==> src/rtl/pdm_capture.sv <==
// pdm_capture: PDM microphone front end.
// Divides the system clock down to the PDM bit clock, samples the shared data
// line on the falling (left) and optionally the rising (right) PDM clock edges.
// Bits are packed MSB-first into WORD_WIDTH words, which are buffered in a
// show-ahead FIFO with a valid/ready output handshake.
// Build option: define PDM_CAPTURE_STEREO_EN to add the right-channel path
// (sampled on 0->1 edges); without it only left words are produced.
module pdm_capture #(
  parameter int WORD_WIDTH  = 16,
  parameter int HALF_PERIOD = 50,
  parameter int FIFO_DEPTH  = 8
) (
  input  logic                              clock_i,
  input  logic                              reset_i,
  input  logic                              enable_i,
  output logic                              pdm_clk_o,
  input  logic                              pdm_data_i,
  output logic                              pdm_lrsel_o,
  output logic [WORD_WIDTH-1:0]             data_o,
  output logic                              channel_o,
  output logic                              valid_o,
  input  logic                              ready_i,
  output logic [$clog2(FIFO_DEPTH+1)-1:0]   count_o,
  output logic                              overflow_o
);

`ifdef PDM_CAPTURE_STEREO_EN
  localparam int NUM_CH = 2;
`else
  localparam int NUM_CH = 1;
`endif
  localparam int DIV_W = $clog2(HALF_PERIOD);
  localparam int BIT_W = $clog2(WORD_WIDTH);
  localparam int PTR_W = $clog2(FIFO_DEPTH);
  localparam int CNT_W = $clog2(FIFO_DEPTH+1);

  // ---------------------------------------------------------------- divider
  logic [DIV_W-1:0] div_cnt_q, div_cnt_d;
  logic             pdm_clk_q, pdm_clk_d;
  logic             div_wrap;
  logic             left_evt;

  assign div_wrap = enable_i && (div_cnt_q == DIV_W'(HALF_PERIOD-1));
  // Left data is valid at the end of the high phase (clock about to fall).
  assign left_evt = div_wrap && pdm_clk_q;

  // Half-period counter; toggles the PDM clock on wrap, parks low when idle.
  always_comb begin
    div_cnt_d = div_cnt_q;
    pdm_clk_d = pdm_clk_q;
    if (!enable_i) begin
      div_cnt_d = '0;
      pdm_clk_d = 1'b0;
    end else if (div_wrap) begin
      div_cnt_d = '0;
      pdm_clk_d = ~pdm_clk_q;
    end else begin
      div_cnt_d = div_cnt_q + DIV_W'(1);
    end
  end

  // Divider state register.
  always_ff @(posedge clock_i or posedge reset_i) begin
    if (reset_i) begin
      div_cnt_q <= '0;
      pdm_clk_q <= 1'b0;
    end else begin
      div_cnt_q <= div_cnt_d;
      pdm_clk_q <= pdm_clk_d;
    end
  end

  assign pdm_clk_o   = pdm_clk_q;
  assign pdm_lrsel_o = 1'b0;

  // ---------------------------------------------------------------- packing
  logic [NUM_CH-1:0]                 sample_evt;
  logic [NUM_CH-1:0]                 word_done;
  logic [NUM_CH-1:0][WORD_WIDTH-1:0] word_data;

`ifdef PDM_CAPTURE_STEREO_EN
  logic right_evt;
  // Right data is valid at the end of the low phase (clock about to rise).
  assign right_evt  = div_wrap && !pdm_clk_q;
  assign sample_evt = {right_evt, left_evt};
`else
  assign sample_evt = left_evt;
`endif

  genvar gi;
  generate
    for (gi = 0; gi < NUM_CH; gi++) begin : g_chan
      logic [WORD_WIDTH-1:0] shift_q, shift_d;
      logic [BIT_W-1:0]      bits_q, bits_d;
      logic                  done;

      // Shift the sampled bit in at the LSB; flag the word on its last bit.
      always_comb begin
        shift_d = shift_q;
        bits_d  = bits_q;
        done    = 1'b0;
        if (!enable_i) begin
          shift_d = '0;
          bits_d  = '0;
        end else if (sample_evt[gi]) begin
          shift_d = {shift_q[WORD_WIDTH-2:0], pdm_data_i};
          if (bits_q == BIT_W'(WORD_WIDTH-1)) begin
            bits_d = '0;
            done   = 1'b1;
          end else begin
            bits_d = bits_q + BIT_W'(1);
          end
        end
      end

      // Per-channel packing registers.
      always_ff @(posedge clock_i or posedge reset_i) begin
        if (reset_i) begin
          shift_q <= '0;
          bits_q  <= '0;
        end else begin
          shift_q <= shift_d;
          bits_q  <= bits_d;
        end
      end

      assign word_done[gi] = done;
      assign word_data[gi] = shift_d;
    end
  endgenerate

  // ---------------------------------------------------------------- FIFO
  logic                  push_req, push_ok, pop, full, drop;
  logic [WORD_WIDTH-1:0] push_data;
  logic                  push_ch;
  logic [PTR_W-1:0]      wr_ptr_q, wr_ptr_d, rd_ptr_q, rd_ptr_d;
  logic [CNT_W-1:0]      count_q, count_d;
  logic                  overflow_q, overflow_d;
  logic [WORD_WIDTH-1:0] data_mem [FIFO_DEPTH];

  // Left and right samples never coincide, so at most one word per cycle.
  assign push_req = |word_done;
`ifdef PDM_CAPTURE_STEREO_EN
  assign push_ch   = word_done[1];
  assign push_data = word_done[1] ? word_data[1] : word_data[0];
`else
  assign push_ch   = 1'b0;
  assign push_data = word_data[0];
`endif

  assign valid_o = (count_q != '0);
  assign full    = (count_q == CNT_W'(FIFO_DEPTH));
  assign pop     = valid_o && ready_i;
  // A pop in the same cycle frees the slot, so a full FIFO still accepts.
  assign push_ok = push_req && (!full || pop);
  assign drop    = push_req && full && !pop;

  // Pointer/occupancy update and sticky overflow.
  always_comb begin
    wr_ptr_d   = wr_ptr_q;
    rd_ptr_d   = rd_ptr_q;
    count_d    = count_q;
    overflow_d = overflow_q | drop;
    if (push_ok) wr_ptr_d = wr_ptr_q + PTR_W'(1);
    if (pop)     rd_ptr_d = rd_ptr_q + PTR_W'(1);
    if (push_ok && !pop)      count_d = count_q + CNT_W'(1);
    else if (pop && !push_ok) count_d = count_q - CNT_W'(1);
  end

  // FIFO control registers.
  always_ff @(posedge clock_i or posedge reset_i) begin
    if (reset_i) begin
      wr_ptr_q   <= '0;
      rd_ptr_q   <= '0;
      count_q    <= '0;
      overflow_q <= 1'b0;
    end else begin
      wr_ptr_q   <= wr_ptr_d;
      rd_ptr_q   <= rd_ptr_d;
      count_q    <= count_d;
      overflow_q <= overflow_d;
    end
  end

  // Word storage; contents are only visible while the FIFO is non-empty.
  always_ff @(posedge clock_i) begin
    if (push_ok) data_mem[wr_ptr_q] <= push_data;
  end

  assign data_o     = valid_o ? data_mem[rd_ptr_q] : '0;
  assign count_o    = count_q;
  assign overflow_o = overflow_q;

`ifdef PDM_CAPTURE_STEREO_EN
  logic ch_mem [FIFO_DEPTH];

  // Source channel of each stored word.
  always_ff @(posedge clock_i) begin
    if (push_ok) ch_mem[wr_ptr_q] <= push_ch;
  end

  assign channel_o = valid_o ? ch_mem[rd_ptr_q] : 1'b0;
`else
  assign channel_o = push_ch;
`endif

endmodule
==> config.mk <==
export PLATFORM = sky130hd
export DESIGN_NAME = pdm_capture
export DESIGN_NICKNAME = d
export VERILOG_FILES = /design/src/rtl/pdm_capture.sv
export SDC_FILE = /design/constraint.sdc
export NUM_CORES = 1
export LEC_CHECK = 0
export BUFFER_PORTS_ARGS = -buffer_cell sky130_fd_sc_hd__buf_2
export CAP_MARGIN = 20
export CORE_UTILIZATION = 60
export CTS_CLUSTER_SIZE = 20
export DETAILED_ROUTE_END_ITERATION = 12
export PLACE_DENSITY = 0.83
export SETUP_SLACK_MARGIN = 0.3
export SYNTH_ARGS = -nofsm -noshare
export SYNTH_HDL_FRONTEND = slang
export SYNTH_SLANG_ARGS = --single-unit
==> constraint.sdc <==
create_clock -name clock_i -period 3.9 [get_ports clock_i]
set_input_delay 0.195 -clock clock_i [delete_from_list [all_inputs] [get_ports clock_i]]
set_output_delay 0.195 -clock clock_i [all_outputs]
set_load 0.02 [all_outputs]
After elaboration in Yosys (flattened, before gate mapping)
Memories as Yosys holds them, arrays and structs flattened.
Cells that the tools add are included.
- bits in latches: 0
- memories kept: 1
- memory bits (writable): 128
- bits in read-only memories: 0
- register bits: 38
- input bits: 5
- output and inout bits: 25
- memories (memory ; words ; width ; rd ports ; clocked after Yosys merged registers in ; write ports ; RTL line ; source):
    data_mem ; 8 ; 16 ; 1 ; 0 ; 1 ; 139 ; logic [WORD_WIDTH-1:0] data_mem [FIFO_DEPTH];
- mux-type cells: 17
- order comparisons: 0
- multiply operators: 0
- bitwise operators: 2
- reduce and logical (&&, ||, !) cells: 14
- add/sub/neg operators: 6
- divide/modulo/power cells: 0
- equal/unequal tests: 5
- shifts and indexed selects: 0
- operators by type and width (kind ; number):
    2-to-1 mux 16 bit ; 3
    2-to-1 mux 4 bit ; 5
    2-to-1 mux 6 bit ; 2
    adder 4 x 1 -> 4 bit (second input constant) ; 2
    equality test 4 bit (second input constant) ; 2
    logical AND 1 bit ; 8
    2-to-1 mux 1 bit ; 7
    adder 3 x 1 -> 3 bit (second input constant) ; 2
    adder 6 x 1 -> 6 bit (second input constant) ; 1
    equality test 6 bit (second input constant) ; 1
    inequality test 2 x 1 -> 1 bit (second input constant) ; 2
    nonzero test 4 bit ; 1
    subtractor 4 x 1 -> 4 bit (second input constant) ; 1
    logical NOT 1 bit ; 3
    nonzero test 2 bit ; 1
    logical OR 1 bit ; 1
    inverter 1 bit ; 1
    bitwise OR 1 bit ; 1

Depth between registers and ports, before layout
- depth after elaboration: 10
- gate-level depth with buffers: 13
- gate-level depth less buffers: 13

Worst setup path before layout
No wires, ideal clock.
- path type: register to register
- start point: register div_cnt_q[1]
- end point: memory data_mem[0][0] (enable)
- cell stages (with the launch flop): 7
- data required time: 3470 ps
- path slack: 401 ps
- setup time: 430 ps
- arrival: 3069 ps
- cells stage by stage: dfrtp_1 > inv_1 > ha_1 > and4bb_2 > nand2_4 > or4b_1 > nor4_1
- cells in the longest elaborated chain, start to end: 8
- ends and longest elaborated chain (item ; RTL line ; source):
    from (decl) ; 38 ; logic [DIV_W-1:0] div_cnt_q, div_cnt_d;
    from (signal assigned) ; 68 ; div_cnt_q <= div_cnt_d;
    equality test 6 bit ; 43 ; assign div_wrap = enable_i && (div_cnt_q == DIV_W'(HALF_PERIOD-1));
    logical AND 1 bit ; 43 ;
    logical AND 1 bit ; 45 ; assign left_evt = div_wrap && pdm_clk_q;
    2-to-1 mux 1 bit ; 105 ; end else if (sample_evt[gi]) begin
    2-to-1 mux 1 bit ; 102 ; if (!enable_i) begin
    logical AND 1 bit ; 155 ; assign push_ok = push_req && (!full || pop);
    2-to-1 mux 1 bit ; 187 ; if (push_ok) data_mem[wr_ptr_q] <= push_data;
    2-to-1 mux 1 bit (not written as such) ; 187 ;
    to (decl) ; 139 ;
No other way between the ends.

Worst setup path in the final report
- start point: register div_cnt_q[1]
- end point: register count_q[3], in the netlist count_o[3]
- cells in the longest elaborated chain, start to end: 9
- ends and longest elaborated chain (item ; RTL line ; source):
    equality test 6 bit (*) ; 43 ;
    logical AND 1 bit (*) ; 43 ;
    logical AND 1 bit (*) ; 45 ;
    2-to-1 mux 1 bit (*) ; 105 ;
    2-to-1 mux 1 bit (*) ; 102 ;
    logical AND 1 bit (*) ; 155 ;
    via push_ok ; 133 ; logic push_req, push_ok, pop, full, drop;
    logical NOT 1 bit ; 167 ; else if (pop && !push_ok) count_d = count_q - CNT_W'(1);
    logical AND 1 bit ; 167 ;
    nonzero test 2 bit (no source line) ; - ;
    to (signal assigned) ; 180 ; count_q <= count_d;
    to (decl) ; 137 ; logic [CNT_W-1:0] count_q, count_d;
Mark *: on every way through the listed nets, which the timed path passes. The rest lies on a longest branch.
A chain may end at the register's enable or synchronous reset.

==> impl_metrics.toml <==
[floorplan]
initial_core_util_pct = 62.1
dieArea_um2 = 11700
num_rows = 38
io_pins = 30
coreArea_um2 = 10900
dieWidth_um = 108
die_h_um = 108

[final_layout]
stdcell_area_um2 = 7760
final_cell_mix = "128 x edfxtp_1, 36 x dfrtp_1, 34 x mux2i_1, 32 x mux4_2"
n_antenna_cell = 0
nNetsFinal = 435
drive_gt1_share_pct = 27.2
nFillCells = 642
layout_commonest_cell = "edfxtp_1"
fin_util_pct = 71.3
areaGrowthSynthToFinish_pct = 14.8

[setup_path]
cp-start-kind = "flop"
max_stage_delay_ns = 0.58
crit_buf_inv = 3
cp.required_ns = 4.30
end_kind = "flop"
slowest_stage = "or4b_4"
cpLargestDelayFamily = "simple AND/OR/NAND/NOR gates"
crit_type = "flop to flop"
crit_fanout = 8
worstPathArrival_ns = 3.67
crit_chain = "inv_1, ha_1, and4bb_2, nand2_4, or4b_4, inv_1, ha_1, inv_1, ha_1, a21o_1, a2111oi_0, o31ai_1"

[pwr]
switchingPower_uw = 705
p_int_mw = 2.87
power_density_nw_per_um2 = 461
p_seq_share_pct = 52.8
p_clk_share_pct = 46.5
ir_drop_v = 0.000308
p_leak_nw = 2.91
power_mw = 3.58
switching_share_pct = 19.7
comb_power_share_pct = 0.8

[detailed_routing]
vias_per_cell = 6.07
drcViolationCount = 0
finalWirelength_um = 12900
drt_iter0_drc = 307
first_pass_iters = 4
routedWlPerCell_um = 22.5
vias = 3484
final_antenna_net_count = 0

[clock_tree]
clock-root-buffer = "clkbuf_8"
path_clk_slew_ns = 0.07
cts_tree = "built"
clock_latency_ns = 0.54
postCtsSetupBuffers = 0
cts_made_buffers = 17
hold_buffers = 2
cts-resized-gates = 0
h-tree-depth = 4
cts_max_path_buffers = 2
cts.sinks = 166

[synthesis]
synth_top_family_by_area = "multiplexers"
synth_edf_count = 128
ys.flop_type = "edfxtp_1"
synth_cell_type_count = 42
synthAdderAreaFrac_pct = 1.78
yosysSeqAreaShare_pct = 70.9
synth_area_per_cell_um2 = 18.0
yosys.area.top_type = "edfxtp_1"
synth_cells = 376
synthArstFlopShare_pct = 22.9
yosys_warnings = 0
synth_compound_area_share_pct = 1.00
synth_area_um2 = 6760
synth-seq-cells = 166
synth_area_leaders = "edfxtp_1 57%, dfrtp_1 14%, mux4_2 11%"
synthSimpleGateAreaFrac_pct = 6.66
synth_xor_xnor_area_share_pct = 1.68
synthMuxAreaShare_pct = 16.3
yosysTopAreaCellShare_pct = 56.9

[global_route]
grt_pass1_vias = 3702
grt_usage_pct = 24.8
antenna_found_initial = 0
grt_max_degree = 39
grt_pass1_wl_um = 20200
gr-total-overflow = 0

[sta]
worst_slack_ns = 0.630
rsz0062_at_grt = "false"
finalCriticalPeriod_ns = 3.27
period_share_pct = 83.8
skew_ns = 0.00923
fmax_ghz = 0.306
setup_viol = 0
final-max-slew-violation-count = 0
finalHoldViolCount = 0
relSlewSlack_pct = 22.5
fin_tns_setup_ns = 0
worstMarginPinSlew_ns = 1.16

[hold_path]
holdCritPathClass = "input port to flop"

[run]
maxCapViolations = 0

[placement]
dp_hpwl_um = 7340
dp_slack_ns = 0.607
placed_area_um2 = 7120
place.gp.congestion = 0.774
port_buffers = 27

[outcome]
status = "finished clean"
synthesized netlist by cell type, drive strengths merged (6+ instances only):
master  number
edfxtp     128
clkbuf      10
nand2        9
nand3        6
mux4        32
mux2i       34
nor3         6
nor2b       17
dfrtp       38
xnor2       10
ha           8
buf          8
nor2        27
inv          7
state kept, by name (all words and copies together) (netlist names):
| signal | flops |
|---|---|
| count_o | 4 |
| data_mem | 128 |
| div_cnt_q | 6 |
| g_chan.bits_q | 4 |
| g_chan.shift_q | 16 |
| overflow_o | 1 |
| pdm_clk_o | 1 |
| rd_ptr_q | 3 |
| wr_ptr_q | 3 |
worst register-to-register path: cells and delay by family, from the launching register on:
| kind | cells | cell delay (ns) |
|---|---|---|
| flops | 1 | 0.40 |
| compound gates | 3 | 0.83 |
| simple gates | 3 | 0.98 |
| fa+ha+maj | 3 | 0.65 |
| buf+inv | 3 | 0.28 |
layout make-up:
class                           instances  area, um^2  share of cell area, %
Tap cell                              140         175                   2.26
Clock inverter                         15         179                   2.31
Timing Repair Buffer                   43         280                   3.61
Sequential cell                       166        4800                   61.8
Clock buffer                           17         414                   5.34
Inverter                                7        26.3                  0.339
Multi-Input combinational cell        186        1890                   24.3
final timing paths:
path | from | to | slack, ns | cells after the start
min reg2reg | overflow_o | overflow_o | 0.49 | 2
max | div_cnt_q[1] | count_o[3] | 0.63 | 12
min in group asynchronous | reset_i | count_o[3] | 0.35 | 4
max reg2reg | div_cnt_q[1] | count_o[3] | 0.63 | 12
min | enable_i | g_chan[0].bits_q[3] | 0.13 | 2
max in group asynchronous | reset_i | rd_ptr_q[1] | 3.16 | 4
stage by stage:
step / cells / hold slack [ns]
floorplan: 377 / 0.344
global placement: 539 / 0.340
detailed placement: 539 / 0.351
CTS: 573 / 0.0976
global route: 574 / 0.126
finish: 574 / 0.126
per-layer routing:
metal	up-vias	GRT usage (%)	routed length [um]
met2	113	41.0	6660
met4	0	10.3	139
met1	1813	31.7	5320
met5	-	0	0
li1	1546	-	-
met3	12	5.79	809
power by group through the flow:
| stage | Sequential, mW | Clock, mW | Combinational, mW |
|---|---|---|---|
| floorplan | 1.92 | 0 | 0.0181 |
| global placement | 1.93 | 0 | 0.0245 |
| detailed placement | 1.93 | 0 | 0.0256 |
| CTS | 1.89 | 1.68 | 0.0274 |
| global route | 1.89 | 1.76 | 0.0300 |
| finish | 1.89 | 1.66 | 0.0270 |
kinds of logic after synthesis:
logic type	after synthesis
AO/OA/AOI/OAI	10
XOR/XNOR	13
adder cells (fa/ha/maj)	9
buffers and inverters	25
flip-flops	166
multiplexers	69
other	1
AND/OR/NAND/NOR	83
Power figures use the tool's default switching activity.
